$ cat src/rtl/ascii_to_bcd_parser.sv
// Assembles ASCII decimal digits from the UART receive stream into packed BCD.
// A CR/LF terminator publishes the number (bcd_valid) or rejects a malformed line (err).
module ascii_to_bcd_parser #(
  parameter int NDIGITS = 4,
  localparam int AW = 4 * NDIGITS,
  localparam int CW = $clog2(NDIGITS + 1)
) (
  input  logic          clk,
  input  logic          rst,
  input  logic [7:0]    rx_data,
  input  logic          rx_valid,
  output logic [AW-1:0] bcd,
  output logic [CW-1:0] bcd_ndigits,
  output logic          bcd_valid,
  output logic          err
);

  typedef enum logic [1:0] {
    IDLE    = 2'd0,
    COLLECT = 2'd1,
    DISCARD = 2'd2
  } state_t;

  state_t        state;
  logic [AW-1:0] acc;
  logic [CW-1:0] cnt;

  logic          is_digit;
  logic          is_term;
  logic [3:0]    nibble;

  always_comb begin
    is_digit = (rx_data >= 8'h30) && (rx_data <= 8'h39);
    is_term  = (rx_data == 8'h0D) || (rx_data == 8'h0A);
    nibble   = rx_data[3:0];
  end

  // Terminators in IDLE are ignored so CR+LF pairs and blank lines stay silent.
  always_ff @(posedge clk) begin
    if (rst) begin
      state       <= IDLE;
      acc         <= '0;
      cnt         <= '0;
      bcd         <= '0;
      bcd_ndigits <= '0;
      bcd_valid   <= 1'b0;
      err         <= 1'b0;
    end else begin
      bcd_valid <= 1'b0;
      err       <= 1'b0;
      if (rx_valid) begin
        unique case (state)
          IDLE: begin
            if (is_digit) begin
              acc   <= AW'(nibble);
              cnt   <= CW'(1);
              state <= COLLECT;
            end else if (!is_term) begin
              state <= DISCARD;
            end
          end
          COLLECT: begin
            if (is_digit) begin
              if (cnt < CW'(NDIGITS)) begin
                acc <= (acc << 4) | AW'(nibble);
                cnt <= cnt + CW'(1);
              end else begin
                state <= DISCARD;
              end
            end else if (is_term) begin
              bcd         <= acc;
              bcd_ndigits <= cnt;
              bcd_valid   <= 1'b1;
              acc         <= '0;
              cnt         <= '0;
              state       <= IDLE;
            end else begin
              state <= DISCARD;
            end
          end
          DISCARD: begin
            // Everything up to the terminator belongs to the rejected line.
            if (is_term) begin
              err   <= 1'b1;
              acc   <= '0;
              cnt   <= '0;
              state <= IDLE;
            end
          end
          default: state <= IDLE;
        endcase
      end
    end
  end

endmodule

$ cat config.mk
export PLATFORM = sky130hd
export DESIGN_NAME = ascii_to_bcd_parser
export DESIGN_NICKNAME = d
export VERILOG_FILES = /design/src/rtl/ascii_to_bcd_parser.sv
export SDC_FILE = /design/constraint.sdc
export NUM_CORES = 1
export LEC_CHECK = 0
export ABC_AREA = 0
export BUFFER_PORTS_ARGS = -buffer_cell sky130_fd_sc_hd__buf_2
export CAP_MARGIN = 20
export CORE_UTILIZATION = 25
export DETAILED_ROUTE_END_ITERATION = 8
export PLACE_DENSITY = 0.47
export SLEW_MARGIN = 20
export SYNTH_ARGS = -nofsm -noshare
export SYNTH_HDL_FRONTEND = slang
export SYNTH_SLANG_ARGS = --single-unit
export TNS_END_PERCENT = 50
$ cat constraint.sdc
create_clock -name clk -period 2 [get_ports clk]
set_clock_uncertainty 0.1 [all_clocks]
set_input_delay 0.3 -clock clk [delete_from_list [all_inputs] [get_ports clk]]
set_output_delay 0.3 -clock clk [all_outputs]
set_load 0.01 [all_outputs]
# Word level (Yosys, flattened, before mapping)
# Cells that the tools add are included.
dict set report word_totals {
  word_cells 52
  reg_bits 42
  inputBits 11
}
dict set report op_classes {
  addsub 1
  n_reduce_logical 9
  muxes 18
  n_eq_ne 9
  bitwise 5
  n_lt_le_gt_ge 3
}
# operator count
set ops {}
lappend ops {{two-way mux 16 bit} 4}
lappend ops {{one-hot mux 16 bit (3 select lines)} 1}
lappend ops {{equality test 8 x 4 -> 1 bit, second input constant} 2}
lappend ops {{OR 16 x 4 -> 16 bit} 1}
lappend ops {{two-way mux 2 bit} 6}
lappend ops {{two-way mux 3 bit} 4}
lappend ops {{AND reduction 4 bit} 3}
lappend ops {{!= test 3 bit, second input constant} 3}
lappend ops {{one-hot mux 3 bit (3 select lines)} 1}
lappend ops {{greater-or-equal comparator 8 x 6 -> 1 bit, second input constant} 1}
lappend ops {{<= comparator 8 x 6 -> 1 bit, second input constant} 1}
lappend ops {{one-hot mux 2 bit (3 select lines)} 1}
lappend ops {{!= test 2 bit, second input constant} 2}
lappend ops {{inverter 1 bit} 4}
lappend ops {{OR reduction 4 bit} 1}
lappend ops {{adder 3 x 1 -> 3 bit, second input constant} 1}
lappend ops {{< comparator 3 bit, second input constant} 1}
lappend ops {{nonzero test 3 bit} 1}
lappend ops {{OR reduction 3 bit} 1}
lappend ops {{equality test 2 x 1 -> 1 bit, second input constant} 1}
lappend ops {{equality test 2 bit, second input constant} 1}
lappend ops {{zero test 2 bit} 1}
lappend ops {{logical AND 1 bit} 1}
lappend ops {{logical OR 1 bit} 1}
lappend ops {{two-way mux 1 bit} 1}

# Logic depth before layout (Yosys ltp)
# Gate-level depths: netlist of run 1.
dict set report logic_depth {
  word_depth 5
  depth_mapped 8
  ltp_nobuf 7
}

# Worst setup path before layout of run 1
# No wires, ideal clock.
dict set report synth_path {
  path_kind {reg2reg}
  from {register state[1]}
  to {register acc[0]}
  t_required_ps 1783
  stages_incl_launch_ff 8
  path_slack_ps 95
  setup_ps 117
  arrival_ps 1689
  path_buffers 1
  cell_sequence {dfxtp_1 -> inv_1 -> ha_1 -> buf_2 -> a2111oi_4 -> or2_2 -> o211ai_4 -> a22o_1}
}
dict set report synth_via {
  elab_chain_cells 3
  elab_cells_between_ends 8
  classes_between {4 x eq/ne; 1 x mux; 3 x reduce/logical}
}
# element line
set synth_lines {}
lappend synth_lines {{start: declaration} 24} ;# state_t state;
lappend synth_lines {{start signal: assignment} 41} ;# state <= IDLE;
lappend synth_lines {{start signal: assignment} 57} ;# state <= COLLECT;
lappend synth_lines {{start signal: assignment} 59} ;# state <= DISCARD;
lappend synth_lines {{equality test 2 x 1 -> 1 bit, or another cell as far along} 52} ;# unique case (state)
lappend synth_lines {{!= test 3 bit (no source line), or another cell as far along} -}
lappend synth_lines {{AND reduction 4 bit (no source line)} -}
lappend synth_lines {{end signal: assignment} 55} ;# acc <= AW'(nibble);
lappend synth_lines {{end signal: assignment} 65} ;# acc <= (acc << 4) | AW'(nibble);
lappend synth_lines {{end: declaration} 25} ;# logic [AW-1:0] acc;
# Parallel ways exist; a longest one is shown, timed or not.
# A chain may end at the register's enable or synchronous reset.

# Worst setup path in the final report of run 1
dict set report layout_path {
  from {register state[1]}
  to {register acc[2]}
}
# The elaborated chain is that of the path after synthesis.

==> impl_metrics.tcl, run 1 <==
set metrics [dict create \
    die_y_um 91.3 \
    synth-simple-area-share_pct 22.7 \
    synth-compound-area-share_pct 26.6 \
    fillerInstances 826 \
    hold_path_end "acc[0]" \
    netlist.area_leader.share_pct 42.2 \
    start_kind "flip-flop" \
    die_x_um 91.3 \
    cts_sinks 42 \
    fmax_ghz 0.545 \
    crit_chain "inv_1, buf_4, ha_1, a211oi_4, or2_4, o211ai_4, a22o_1" \
    cts_tree "done" \
    p_per_area_nw_per_um2 647 \
    dpl.hpwl_mm 3.32 \
    cts-root-buf "clkbuf_8" \
    core_um2 7730 \
    fin_ws_ps 166 \
    yosys-top-cells-area "dfxtp_1 42%, nand2_1 6.4%, a21oi_1 6.0%, a21oi_2 4.4%, a22o_1 4.4%" \
    initial_core_util_pct 25.8 \
    r2r_start "state[1]" \
    min_from "rx_data[0]" \
    cp_data_arrival_time_ps 1920 \
    yosysTopAreaCell "dfxtp_1" \
    r2r_cells 7 \
    n_antenna_cell 0 \
    setup_viol 0 \
    hold_depth 2 \
    worst_setup_path_end_kind "flip-flop" \
    cts_buffers 5 \
    pre_cts_ws_ps -26.0 \
    yosys_warnings 0 \
    final_hold_viol_count 0 \
    synthMuxAreaShare_pct 0 \
    netlist-cell-type-count 49 \
    drive_above_1_share_pct 35.7 \
    grt_pass1_wl_mm 7.98 \
    grt_setup_unrepaired "false" \
    synth-seq-area-share_pct 42.2 \
    mostFrequentLayoutCells "42 x dfxtp_1, 34 x nand2_1, 31 x buf_2, 24 x a21oi_1, 14 x buf_4" \
    place_congestion 0.821 \
    cp.required_ps 2080 \
    drt_first_pass_iters 5 \
    ios 32 \
    finalCritPeriodShare_pct 91.7 \
    ant_nets 0 \
    p_leak_nw 0.896 \
    drc 0 \
    slew_headroom_pct 76.7 \
    grt_max_degree 23 \
    slew_viol_final 0 \
    track_usage_pct 12.0 \
    vias_per_cell 4.55 \
    grt_overflow 0 \
    ir_drop_uv 219 \
    clockBufferDepth 2 \
    period_needed_ps 1830 \
    std_cell_rows 32 \
    synth_top_family_by_area "compound AO/OA/AOI/OAI gates" \
    r2r_slack_ps 170 \
    setup.worst_path.class "reg2reg" \
    grt_pass1_vias 1653 \
    antenna_found_initial 0 \
    wl_mm 4.48 \
    fin_nets 270 \
    synth_fa_ha_area_share_pct 3.14 \
    status "finished, final reports clean" \
    syn_inst 211 \
    drt_iter0_drc 64 \
    area_growth_pct 21.4 \
    synth_xor_area_share_pct 0 \
    synth_area_um2 1990 \
    placed_area_um2 2290 \
    num_vias 1625 \
    worst_pin_slew_ps 347 \
    critical-path-max-stage-delay_ps 360 \
    r2r_end "acc[2]" \
    synth.net_count 227 \
    design_area_um2 2420 \
    avgSynthCellArea_um2 9.44 \
    port-buffer-count 31 \
    post_drt_wl_per_cell_um 12.5 \
    worstPathMaxFanout 10 \
    setup_tns_ps 0 \
    cpMaxStageDelayCell "dfxtp_1" \
    clkLatencyLatePin_ps 290 \
    cts_setup_buffers 0 \
    path_clk_slew_ps 80 \
    h-tree-depth 2 \
    layout_commonest_cell "dfxtp_1" \
    synth_seq_cells 42 \
    min_path_type "in2reg" \
    drv_cap 0 \
    die_area_um2 8330 \
]
==> layer usage <==
layer,share of wire (%),global-route usage [%],wire length [um]
met1,50,15.7,2230
met2,46,19.7,2060
met3,2.9,2.09,128
met4,1.3,4.37,56
met5,0,0,0
==> final cells by class <==
type	count	area [um2]	share of cell area, %
multi-input cells	155	1080	44.6
flip-flops and latches	42	841	34.8
repair buffers	45	260	10.8
well taps	102	128	5.28
clock buffers	7	86.3	3.57
inverters	5	18.8	0.776
clock inverters	1	5.00	0.207
==> worst max path at each step <==
stage / slack (ps) / end / from
3_5_place_dp: -30 / cnt[1] / state[0]
2_1_floorplan: 90 / acc[0] / state[1]
3_3_place_gp: 30 / acc[4] / state[0]
4_1_cts: 5 / acc[13] / state[0]
6_report: 170 / acc[2] / state[1]
5_1_grt: 10 / acc[10] / state[1]
==> cell families (layout without fill, tap and decap cells) <==
family,count (synthesis),count (layout)
buf+inv,14,58
simple gates,83,83
compound gates,67,67
flops,42,42
fa+ha+maj,5,5
==> worst max-delay path: cells and delay by family (launching register included) <==
family	cells	cell delay, ps
adder cells (fa/ha/maj)	1	230
AND/OR/NAND/NOR	1	190
flip-flops	1	360
AO/OA/AOI/OAI	3	650
buffers and inverters	2	210
==> registers in the layout, indices dropped and copies added, names as in the netlist <==
name         cells
cnt              3
err              1
bcd_valid        1
state            2
bcd_ndigits      3
acc             16
bcd             16
==> synthesized netlist by cell type, drive strengths merged <==
cell	count
o22ai	2
o21bai	1
a211oi	3
and4	1
inv	5
nor3	8
and3b	1
o21a	2
nand3	5
nor3b	2
a21o	1
or2	2
nor4	3
o21ai	6
ha	5
and4bb	1
a22o	10
clkbuf	5
a311o	1
o211ai	4
nand4bb	1
a2111oi	1
dfxtp	42
or3	2
o211a	2
a21oi	34
nand4b	1
nand2b	1
nor2	10
nand4	1
buf	4
nand2	44
==> power by group <==
| part | internal (mW) | leakage [nW] | switching [mW] |
|---|---|---|---|
| logic | 0.0624 | 0.509 | 0.0925 |
| clock network | 0.279 | 0.0482 | 0.278 |
| registers | 0.844 | 0.339 | 0.00828 |
| total | 1.18 | 0.896 | 0.379 |
==> per-stage QoR <==
| step | util, % | instances | hold slack (ps) | total power [mW] |
|---|---|---|---|---|
| floorplan | - | 211 | 318 | 0.963 |
| global placement | 29.7 | 349 | 344 | 1.02 |
| detailed placement | 29.7 | 349 | 346 | 1.02 |
| CTS | 30.9 | 357 | 161 | 1.59 |
| global route | 31.3 | 357 | 179 | 1.65 |
| finish | 31.3 | 357 | 166 | 1.56 |
==> repair_timing <==
action                     in CTS  in global routing
setup endpoints to repair       7                 17
hold buffers                    0                  0
resized for setup               1                  7
pin swaps                       0                  5
Note: power is estimated with default switching activity, not from simulation.
==> run 2, diff against run 1 <==
CORE_UTILIZATION = 50   (was 25)
PLACE_DENSITY = 0.79   (was 0.47)
==> run 2 against run 1 <==
Register-to-register slack lost 60 ps. Total power grew 5.6%. Via count grew 1.7%. Flip-flop and latch count is the same. Maximum frequency shrank 3.2%. Critical path depth shrank 1. Highest routed layer unchanged.
==> impl_metrics.tcl, run 2 (synthesis gave the netlist of run 1 again) <==
set metrics [dict create \
    status "finished, final reports clean" \
    std_cell_rows 22 \
    design_area_um2 2350 \
    slew_viol_final 0 \
    grt_max_degree 20 \
    worst_setup_path_end_kind "flip-flop" \
    n_antenna_cell 0 \
    hold_depth 2 \
    die_y_um 65.1 \
    start_kind "flip-flop" \
    pre_cts_ws_ps -3.29 \
    die_x_um 65.1 \
    ir_drop_uv 318 \
    drt_first_pass_iters 4 \
    fin_cells 297 \
    min_from "rx_data[0]" \
    setup.worst_path.class "reg2reg" \
    period_needed_ps 1900 \
    drv_cap 0 \
    drive_above_1_share_pct 35.7 \
    slew_headroom_pct 72.7 \
    grt_overflow 0 \
    worst_pin_slew_ps 408 \
    r2r_cells 6 \
    fillerInstances 351 \
    area_growth_pct 18.0 \
    vias_per_cell 5.56 \
    critPathBufInv 0 \
    track_usage_pct 20.3 \
    place_congestion 0.888 \
    dpl.hpwl_mm 2.86 \
    num_vias 1652 \
    core_um2 3740 \
    initial_core_util_pct 53.2 \
    grt_setup_unrepaired "false" \
    cts_buffers 5 \
    fmax_ghz 0.528 \
    port-buffer-count 31 \
    hold_ws_ps 160 \
    r2r_start "state[0]" \
    crit_chain "ha_1, nand2b_4, a2111oi_4, or2_4, o211ai_4, a22o_1" \
    cts_tree "done" \
    hold_path_end "acc[0]" \
    worstPathMaxFanout 10 \
    r2r_end "acc[2]" \
    finalCritPeriodShare_pct 94.8 \
    setup_tns_ps 0 \
    ctsHoldBuffers 0 \
    min_path_type "in2reg" \
    ios 32 \
    p_leak_nw 0.876 \
    layout_commonest_cell "dfxtp_1" \
    drt_iter0_drc 61 \
    r2r_slack_ps 100 \
    setup_viol 0 \
    clkLatencyLatePin_ps 290 \
    cp_data_arrival_time_ps 1980 \
    p_per_area_nw_per_um2 702 \
    cp.required_ps 2080 \
    critical-path-max-stage-delay_ps 360 \
    h-tree-depth 2 \
    fin_ws_ps 105 \
    wl_mm 3.91 \
    clockBufferDepth 2 \
    biggestRegsByFlops "acc x16, bcd x16" \
    drc 0 \
    grt_pass1_wl_mm 6.54 \
    dp_cells 287 \
    path_clk_slew_ps 70 \
    cpMaxStageDelayCell "a2111oi_4" \
    critPathTopFamily "compound AO/OA/AOI/OAI gates" \
    post_drt_wl_per_cell_um 13.2 \
    final_hold_viol_count 0 \
    die_area_um2 4240 \
    cts_sinks 42 \
    mostFrequentLayoutCells "41 x dfxtp_1, 34 x nand2_1, 31 x buf_2, 23 x a21oi_1, 11 x a21oi_2" \
    cts-root-buf "clkbuf_8" \
    antenna_found_initial 0 \
    placed_area_um2 2170 \
    grt_pass1_vias 1449 \
    fin_nets 264 \
    ant_nets 0 \
]
[run 2: changes by cell type in the layout (fill, tap and decap cells not counted), sizes merged]
cell    previous run  this run
buf               45        39
bufinv             0         1
clkinv             1         0
[run 2: per-layer routing]
layer / vias to the layer above / track usage [%] / part of all wire, %
met3: 6 / 4.69 / 3.7
met5: - / 0 / 0
met1: 772 / 26.2 / 48
met2: 37 / 32.8 / 48
li1: 837 / - / -
met4: 0 / 7.34 / 1.2
[run 2: layout make-up]
| class | instances | area, um2 | area share [%] |
|---|---|---|---|
| Multi-Input combinational cell | 155 | 1110 | 47.1 |
| Sequential cell | 42 | 842 | 35.8 |
| Timing Repair Buffer | 39 | 215 | 9.16 |
| Clock buffer | 7 | 76.3 | 3.25 |
| Tap cell | 48 | 60.1 | 2.56 |
| Clock inverter | 1 | 30.0 | 1.28 |
| Inverter | 5 | 18.8 | 0.799 |
[run 2: worst max path at each step]
stage	start	to	slack, ps	cells past startpoint
3_5_place_dp	state[0]	acc[15]	-3	6
2_1_floorplan	state[1]	acc[0]	90	7
4_1_cts	state[1]	acc[2]	30	6
3_3_place_gp	rx_data[6]	acc[6]	70	6
6_report	state[0]	acc[2]	100	6
5_1_grt	state[0]	acc[15]	20	6
[run 2: what timing repair did]
item / in CTS / in global routing
pin swaps: 0 / 4
setup endpoints to repair: 3 / 17
gates resized for setup: 1 / 13
endpoints found under the hold margin: 0 / 0
setup buffers: 0 / 2
gates cloned: 0 / 0
[run 2: power breakdown]
| part | leakage (nW) | switching, mW | internal [mW] | total (mW) |
|---|---|---|---|---|
| combinational | 0.485 | 0.0917 | 0.0567 | 0.148 |
| clock | 0.0524 | 0.276 | 0.373 | 0.650 |
| sequential | 0.339 | 0.00835 | 0.844 | 0.852 |
| total | 0.876 | 0.376 | 1.27 | 1.65 |
[run 2: per-stage QoR]
| stage | util [%] | power, mW |
|---|---|---|
| after floorplan | - | 0.963 |
| after detailed placement | 57.9 | 1.00 |
| final | 62.8 | 1.65 |
| after global placement | 57.9 | 1.00 |
| after CTS | 60.8 | 1.65 |
| after global routing | 62.8 | 1.72 |
==> run 3, diff against run 2 <==
RECOVER_POWER = 100   (was not set)
==> run 3 against run 2 <==
Non-clock buffer count is the same. Combinational power about the same. Maximum frequency about the same. Setup slack got worse by 1.3 ps. Via count fell by 0.67%. Total power barely moved. Die area unchanged. Largest power group unchanged. Utilization is 0.84 points lower. Sequential power is essentially flat. Largest cell class unchanged.
==> impl_metrics.tcl, run 3 (synthesis gave the netlist of run 1 again) <==
set metrics [dict create \
    status "finished, final reports clean" \
    placed_area_um2 2170 \
    track_usage_pct 20.3 \
    setup.worst_path.class "reg2reg" \
    slew_headroom_pct 65.2 \
    gr-usage-met2_pct 32.8 \
    drv_cap 0 \
    cts_buffers 5 \
    final_hold_viol_count 0 \
    layout_commonest_cell "dfxtp_1" \
    dp_cells 287 \
    drt_first_pass_iters 4 \
    cp.required_ps 2080 \
    worst_pin_slew_ps 523 \
    clockBufferDepth 2 \
    grt_pass1_vias 1449 \
    die_area_um2 4240 \
    grt_setup_unrepaired "false" \
    setup_viol 0 \
    p_leak_nw 0.780 \
    worst_setup_path_end_kind "flip-flop" \
    ant_nets 0 \
    core_um2 3740 \
    post_drt_wl_per_cell_um 13.2 \
    cts_sinks 42 \
    cts-root-buf "clkbuf_8" \
    n_antenna_cell 0 \
    die_y_um 65.1 \
    grt_max_degree 20 \
    vias_per_cell 5.53 \
    port-buffer-count 31 \
    drive_above_1_share_pct 26.9 \
    place_congestion 0.888 \
    num_vias 1641 \
    area_growth_pct 16.4 \
    path_clk_slew_ps 70 \
    std_cell_rows 22 \
    critical-path-max-stage-delay_ps 360 \
    design_area_um2 2320 \
    h-tree-depth 2 \
    biggestRegsByFlops "acc x16, bcd x16" \
    clkLatencyLatePin_ps 290 \
    start_kind "flip-flop" \
    fmax_ghz 0.527 \
    cts_tree "done" \
    fin_nets 264 \
    grt_use_met1_pct 26.2 \
    cp_data_arrival_time_ps 1980 \
    crit_chain "ha_1, nand2b_4, a2111oi_4, or2_4, o211ai_4, a22o_1" \
    period_needed_ps 1900 \
    ios 32 \
    drt_iter0_drc 42 \
    finalCritPeriodShare_pct 94.8 \
    wl_mm 3.94 \
    grt.busiest_layer "met2" \
    grt_pass1_wl_mm 6.54 \
    dpl.hpwl_mm 2.86 \
    slew_viol_final 0 \
    fillerInstances 364 \
    fin_cells 297 \
    initial_core_util_pct 53.2 \
    mostFrequentLayoutCells "41 x dfxtp_1, 34 x nand2_1, 24 x clkbuf_1, 23 x a21oi_1, 11 x a21oi_2" \
    grt_overflow 0 \
    drc 0 \
    min_path_type "in2reg" \
    antenna_found_initial 0 \
    p_per_area_nw_per_um2 712 \
    ir_drop_uv 318 \
    die_x_um 65.1 \
    use_met3_pct 4.69 \
    worstPathMaxFanout 10 \
    cpMaxStageDelayCell "a2111oi_4" \
]
[run 3: metrics by stage]
| stage | hold slack, ps | setup WS (ps) | TNS [ps] | utilization, % | power, mW |
|---|---|---|---|---|---|
| finish | 160 | 103 | 0 | 61.9 | 1.65 |
| global route | 167 | 15.9 | 0 | 61.9 | 1.72 |
| detailed placement | 346 | -3.29 | -3.29 | 57.9 | 1.00 |
| global placement | 343 | 71.2 | 0 | 57.9 | 1.00 |
| CTS | 155 | 31.3 | 0 | 60.8 | 1.65 |
| floorplan | 318 | 94.5 | 0 | - | 0.963 |
[run 3: per-layer routing]
metal / up-vias / part of all wire [%] / wire (um)
met5: - / 0 / 0
met1: 761 / 48 / 1880
met4: 0 / 1.4 / 55
met3: 7 / 4.2 / 164
li1: 834 / - / -
met2: 39 / 47 / 1840
[run 3: timing repair]
action / in CTS / in global routing
hold buffers: 0 / 0
pin swaps: 0 / 4
buffers inserted: 0 / 2
setup endpoints to repair: 3 / 17
gates resized for setup: 1 / 13
[run 3: worst paths after layout]
path,start,to,slack (ps),depth (start not counted)
max reg2reg,state[0],acc[2],100,6
min reg2reg,bcd_ndigits[0],bcd_ndigits[0],360,2
min,rx_data[0],acc[0],160,2
max,state[0],acc[2],100,6
[run 3: layout make-up]
| class | instances | area (um2) | share of cell area [%] |
|---|---|---|---|
| Clock inverter | 1 | 30.0 | 1.30 |
| Multi-Input combinational cell | 155 | 1110 | 47.7 |
| Sequential cell | 42 | 842 | 36.3 |
| Timing Repair Buffer | 39 | 185 | 7.99 |
| Inverter | 5 | 18.8 | 0.809 |
| Tap cell | 48 | 60.1 | 2.59 |
| Clock buffer | 7 | 76.3 | 3.29 |
[run 3: worst max-delay path, delay by kind of cell, from the launching register on]
family	cells	cell delay [ps]
adder cells (fa/ha/maj)	1	200
flip-flops	1	340
AND/OR/NAND/NOR	2	390
AO/OA/AOI/OAI	3	760
[run 3: report_power, final]
part	total, mW	switching (mW)	internal, mW	leakage, nW
clock network	0.649	0.276	0.373	0.0524
logic	0.148	0.0918	0.0567	0.389
registers	0.853	0.00839	0.844	0.339
total	1.65	0.376	1.27	0.780
